File: src/rtl/ifu_prefetch.sv
// ifu_prefetch: instruction-fetch unit with a DEPTH-entry prefetch queue between IMEM and decode.
// One outstanding IMEM request at a time; redirects flush the queue and drain any in-flight fetch.
module ifu_prefetch #(
    parameter int ADDR_W = 32,
    parameter int INST_W = 32,
    parameter int DEPTH = 4,
    parameter logic [ADDR_W-1:0] RESET_PC = '0,
    localparam int CW = $clog2(DEPTH + 1)
) (
    input  logic              clock,
    input  logic              reset,
    output logic              imem_req,
    output logic [ADDR_W-1:0] imem_addr,
    input  logic              imem_ack,
    input  logic [INST_W-1:0] imem_data,
    input  logic              redirect,
    input  logic [ADDR_W-1:0] redirect_pc,
    input  logic              inst_ready,
    output logic              inst_valid,
    output logic [INST_W-1:0] inst_out,
    output logic [ADDR_W-1:0] inst_pc,
    output logic [ADDR_W-1:0] pc_8_out,
    output logic [CW-1:0]     q_count
);
    localparam int PW = DEPTH > 1 ? $clog2(DEPTH) : 1;
    typedef enum logic [1:0] {IDLE, WAIT, DROP} state_t;
    state_t            state;
    logic [ADDR_W-1:0] fetch_pc, drop_addr, new_pc;
    logic [INST_W-1:0] q_inst [DEPTH];
    logic [ADDR_W-1:0] q_pc [DEPTH];
    logic [PW-1:0]     head, tail;
    logic              push, pop;
    logic [CW-1:0]     q_pop, q_after;

    function automatic logic [PW-1:0] nxt(input logic [PW-1:0] p);
        return p == PW'(DEPTH - 1) ? '0 : p + PW'(1);
    endfunction

    assign imem_req   = state != IDLE;
    assign imem_addr  = state == DROP ? drop_addr : fetch_pc;
    assign inst_valid = q_count != '0;
    assign inst_out   = inst_valid ? q_inst[head] : '0;
    assign inst_pc    = inst_valid ? q_pc[head] : '0;
    assign pc_8_out   = inst_pc + ADDR_W'(8);
    assign pop        = inst_valid & inst_ready;
    assign push       = state == WAIT & imem_ack & ~redirect;
    assign q_pop      = q_count - CW'(pop);
    assign q_after    = q_pop + CW'(push);
    assign new_pc     = {redirect_pc[ADDR_W-1:2], 2'b00};

    // The outstanding request always owns a reserved slot, so a push can never overflow.
    always_ff @(posedge clock) begin
        if (reset) begin
            state     <= IDLE;
            fetch_pc  <= RESET_PC;
            drop_addr <= RESET_PC;
            head      <= '0;
            tail      <= '0;
            q_count   <= '0;
        end else begin
            if (redirect) begin
                head    <= '0;
                tail    <= '0;
                q_count <= '0;
            end else begin
                if (push) begin
                    q_inst[tail] <= imem_data;
                    q_pc[tail]   <= fetch_pc;
                    tail         <= nxt(tail);
                end
                if (pop)
                    head <= nxt(head);
                q_count <= q_after;
            end
            case (state)
                IDLE: begin
                    if (redirect)
                        fetch_pc <= new_pc;
                    else if (q_pop < CW'(DEPTH))
                        state <= WAIT;
                end
                WAIT: begin
                    if (imem_ack && redirect) begin
                        fetch_pc <= new_pc;
                        state    <= IDLE;
                    end else if (imem_ack) begin
                        fetch_pc <= fetch_pc + ADDR_W'(4);
                        state    <= q_after < CW'(DEPTH) ? WAIT : IDLE;
                    end else if (redirect) begin
                        drop_addr <= fetch_pc;
                        fetch_pc  <= new_pc;
                        state     <= DROP;
                    end
                end
                default: begin
                    if (redirect)
                        fetch_pc <= new_pc;
                    if (imem_ack)
                        state <= IDLE;
                end
            endcase
        end
    end
endmodule

File: config.mk
export PLATFORM = sky130hd
export DESIGN_NAME = ifu_prefetch
export DESIGN_NICKNAME = d
export VERILOG_FILES = /design/src/rtl/ifu_prefetch.sv
export SDC_FILE = /design/constraint.sdc
export NUM_CORES = 1
export LEC_CHECK = 0
export CAP_MARGIN = 5
export CORE_UTILIZATION = 49
export DETAILED_ROUTE_END_ITERATION = 8
export GPL_ROUTABILITY_DRIVEN = 0
export PLACE_DENSITY = 0.78
export SLEW_MARGIN = 10
export SYNTH_ARGS = -nofsm -noshare
export SYNTH_HDL_FRONTEND = slang
export SYNTH_SLANG_ARGS = --single-unit
File: constraint.sdc
create_clock -name clock -period 3.08 [get_ports clock]
set_input_delay 0.616 -clock clock [delete_from_list [all_inputs] [get_ports clock]]
set_output_delay 0.616 -clock clock [all_outputs]
set_load 0.05 [all_outputs]
# Yosys cells after proc, flatten, opt, wreduce, memory -nomap -nowiden
# Memories as Yosys holds them, arrays and structs flattened. A register that Yosys moved wholly into a read port is not among the register bits.
# Cells that the tools add are included.
# classes
n_eq_ne	7
n_bitwise	6
n_lt_le_gt_ge	2
mux	25
add_sub_neg	6
reduce_logical	8
# ops
operator	n
2-to-1 mux 32 bit	7
adder 32 x 3 -> 32 bit (second input constant)	1
adder 32 x 4 -> 32 bit (second input constant)	1
2-to-1 mux 2 bit	12
AND reduction 4 bit	2
== test 2 bit (second input constant)	3
< comparator 3 bit (second input constant)	2
nonzero test 3 bit	2
2-to-1 mux 1 bit	5
adder 2 x 1 -> 2 bit (second input constant)	2
inequality test 2 bit (second input constant)	2
inequality test 4 x 3 -> 1 bit (second input constant)	1
case mux 2 bit (2 select lines)	1
adder 3 x 1 -> 3 bit	1
AND 1 bit	3
inverter 1 bit	3
subtractor 3 x 1 -> 3 bit	1
== test 2 x 1 -> 1 bit (second input constant)	1
logical NOT 2 bit	1
nonzero test 2 bit	1
OR reduction 2 bit	1
logical AND 1 bit	1
# word_totals
wordCells	62
reg_bits	73
n_memories	2
mem_bits_rw	256
out_inout_bits	133
# memory_table
memory	depth	word_bits	rd	rd_ports_with_merged_regs	wr	line_no	text
q_inst	4	32	1	1	1	29	logic [INST_W-1:0] q_inst [DEPTH];
q_pc	4	32	1	1	1	30	logic [ADDR_W-1:0] q_pc [DEPTH];

# Longest topological paths before layout
# depth
word_depth	9
mapped_depth	11
depth_no_buf	10

# Least setup slack after synthesis
# No wires, ideal clock.
# synth_timing
path_type	register -> output
startpoint	register q_count[0]
endpoint	output pc_8_out[21]
stages_incl_launch_ff	11
arrival_ps	3740
setup_slack_ps	-1277
required_time_ps	2464
n_path_buf	2
path_cell_list	dfxtp_1 nor3_2 inv_1 clkbuf_1 clkbuf_1 and2_1 ha_1 nand3_1 nor3_2 nand4b_1 xnor2_1
# synth_via
elab_chain_cells	3
# synth_rtl
item	line_no	text
from (decl)	23	output logic [CW-1:0] q_count
from (signal assigned)	73	q_count <= q_after;
nonzero test 3 bit	41	assign inst_valid = q_count != '0;
2-to-1 mux 32 bit	43	assign inst_pc = inst_valid ? q_pc[head] : '0;
named net inst_pc[4]	21	output logic [ADDR_W-1:0] inst_pc,
adder 32 x 4 -> 32 bit	44	assign pc_8_out = inst_pc + ADDR_W'(8);
to (decl)	22	output logic [ADDR_W-1:0] pc_8_out,
# The timed path passes the listed nets, and every way through them passes these cells.

==> summary.txt <==
Timing
  – Max Clock Skew: 0.0143 ns
  – Minimum clock period: 3.52 ns
  – FMAX: 284 MHz
  – Hold Vio Cnt, Final: 0
  – Fin worst setup slack: -0.444 ns
  – Setup Viol. Count Final: 24
  – RSZ-0062 raised after global routing: yes
  – Fin crit share: 114%
  – Pins Over Slew Limit: 0
  – Slew @ Worst Pin: 0.685 ns
  – Rel. slew slack: 54.3%

CTS
  – Clock Sink Count: 331
  – Root buf cell: clkbuf_16
  – Clock slew at reported path FFs: 0.06 ns
  – Total CTS buffers: 34
  – CTS Hold Bufs: 0
  – CTS tree: built
  – CTS HTree Levels: 2
  – Clock tree buffer depth: 3
  – Clock Latency Late Sink: 0.51 ns

Synth
  – EDFF count, synth: 256
  – Yosys cell types: 52
  – Asr flop ratio synth: 0%
  – Post-Syn Area: 14300 um^2
  – Syn Nets: 1072
  – Cells after Synth: 993
  – Ys flop type: edfxtp_1
  – Synth warn: 0
  – Sequential fraction of the synthesis area: 64.4%
  – Synthesized flop and latch total: 331
  – Syn_area_per_cell: 14.4 um^2

Floorplan
  – Core ar.: 28700 um^2
  – Die W: 173 um
  – FP Rows: 62
  – Initial Utilization: 49.7%
  – Die Y: 173 um
  – Die ar.: 29800 um^2
  – I/O Pins: 202

Power and ir drop
  – Register share of total power: 50.7%
  – Net Sw Frac: 21.9%
  – Leakage power: 7.04 nW
  – Pwr per Cell Area: 494 nW/um^2
  – Clock group share of total power: 41.3%
  – NetSw: 2.12 mW
  – Max VDD drop: 0.000413 V
  – Pint: 7.57 mW
  – Gate power share: 8.0%
  – Final Power: 9.69 mW

Global route
  – Global route overflow: 0
  – GRT Total Usage: 22.0%
  – Initial antenna violation count: 0
  – First-pass GRT wire length: 51.2 mm
  – Number of global-route vias before repair: 9202
  – Largest net degree at the start of global routing: 66

Detailed routing
  – DR vias: 9178
  – Avg Vias per Cell: 5.51
  – Starting DRC count in detailed routing: 599
  – DRC violations left: 0
  – Routed len/inst: 19.8 um
  – Number of routed nets with antenna violations: 0
  – DR pass1 iterations: 5
  – Final WL: 33.1 mm

Critical path
  – Worst path required time: 2.46 ns
  – Crit Path Category: reg2out
  – CP endpoint kind: output port
  – Crit path DAT: 2.91 ns
  – Worst-path maximum fanout: 8
  – CP startpoint kind: register

Final layout
  – Antenna fix cells: 0
  – FILL cells: 1876
  – Final nets: 1336
  – Reg area: 9210 um^2
  – Most common cell after layout, fill and taps aside: edfxtp_1
  – Area Overhead vs Synth: 37.6%
  – Most frequent cells in the layout: edfxtp_1, buf_4, nand2_1
  – Multi-input logic area: 5430 um^2
  – Layout cells sized above 1: 35.3%

Place
  – Post-DP HPWL: 21.8 mm
  – Dpl ws: -0.0211 ns
  – Port bufs: 199

Outcome
  – Failing checks: negative setup slack
  – Outcome: finished with violations

Run
  – # Max-Cap Violations: 0

Hold path
  – Hold Path Class: reg2reg
-- state kept, by name, indices dropped and copies added (netlist names), named ones only --
| name | flops |
|---|---|
| q_inst | 128 |
| q_pc | 128 |
| drop_addr | 32 |
| fetch_pc | 32 |
| q_count | 3 |
| head | 2 |
| state | 2 |
| tail | 2 |
-- per-stage QoR --
step / cell area (um^2) / setup TNS (ns) / utilization [%] / hold WS (ns) / std cells
detailed placement: 17900 / -0.0233 / 62.4 / 0.446 / 1574
global placement: 17900 / 0 / 62.4 / 0.440 / 1574
CTS: 19400 / -8.60 / 67.5 / 0.454 / 1651
global route: 19600 / -9.90 / 68.4 / 0.475 / 1666
floorplan: 14700 / -0.717 / - / 0.434 / 993
finish: 19600 / -7.66 / 68.4 / 0.455 / 1666
-- per-layer routing --
| metal | track usage (%) | vias to the layer above | share of wire [%] |
|---|---|---|---|
| met5 | 0 | - | 0 |
| met3 | 4.24 | 45 | 6.3 |
| met1 | 31.0 | 4566 | 43 |
| met2 | 35.3 | 346 | 48 |
| met4 | 6.05 | 0 | 2.2 |
| li1 | - | 4221 | - |
-- cell usage after synthesis, types with 2 or more instances --
cell,number,share of area (%)
edfxtp_1,256,54
nand2_1,123,3.2
dfxtp_1,75,11
and2_1,64,2.8
mux4_2,61,9.6
nor2_1,56,1.5
a21oi_1,52,1.8
xnor2_1,37,2.3
mux2_2,35,2.8
clkbuf_1,33,0.87
nand3_1,26,0.91
inv_1,17,0.45
mux2i_1,17,1.2
nand4_1,14,0.61
xor2_1,14,0.86
o21ai_0,11,0.39
ha_1,10,0.88
buf_2,8,0.28
nor3_1,8,0.28
and3_1,7,0.31
or3_1,7,0.31
buf_4,6,0.32
a211oi_1,5,0.26
buf_6,5,0.39
a311oi_1,4,0.25
buf_1,4,0.11
nand4b_1,4,0.25
mux4_1,3,0.55
nor3_2,3,0.21
o211ai_1,3,0.16
and4bb_2,2,0.18
nor4_1,2,0.088
or2_2,2,0.088
-- path summary, 6_finish.rpt --
path	slack [ns]	start	cells past startpoint	endpoint
max	-0.44	register	10	pc_8_out[20]
min reg2reg	0.45	drop_addr[14]	2	drop_addr[14]
max reg2reg	0.69	q_count[2]	11	state[0]
min	0.45	drop_addr[14]	2	drop_addr[14]
-- logic make-up after synthesis --
logic type	share of synthesized area, %
adder cells (fa/ha/maj)	0.877
AO/OA/AOI/OAI	3.28
XOR/XNOR	3.13
flip-flops	64.4
AND/OR/NAND/NOR	11.8
multiplexers	14.1
buffers and inverters	2.44
-- area by class of cell --
cell class                 count  area share (%)
multi-input combinational    588            27.6
clock inverter                15           0.663
inverter                      18           0.382
sequential                   331            46.9
tap                          384            2.45
clock buffer                  46            4.93
timing repair buffer         284            17.0
-- repair_timing --
item / in CTS / in global routing
pin swaps: 25 / 27
resized for setup: 51 / 24
buffers inserted: 16 / 17
setup endpoints to repair: 45 / 37
gates cloned: 0 / 1
hold endpoints to repair: 0 / 0
-- power groups by stage --
stage	registers [mW]	logic, mW	clock network, mW
final	4.92	0.777	4.00
after global routing	4.92	0.816	4.24
after CTS	4.91	0.772	4.07
after detailed placement	5.01	0.759	0
after global placement	5.00	0.752	0
after floorplan	4.99	0.405	0
-- critical path, stage by stage (launching register included) --
cell      delay, ns
dfxtp_4        0.40
buf_8          0.16
buf_6          0.12
mux4_2         0.34
nand2_2        0.07
nor3_4         0.24
buf_12         0.15
nand4b_4       0.14
or3_4          0.43
a21oi_4        0.18
buf_12         0.16
No activity file was read; power rests on OpenSTA's default activity.
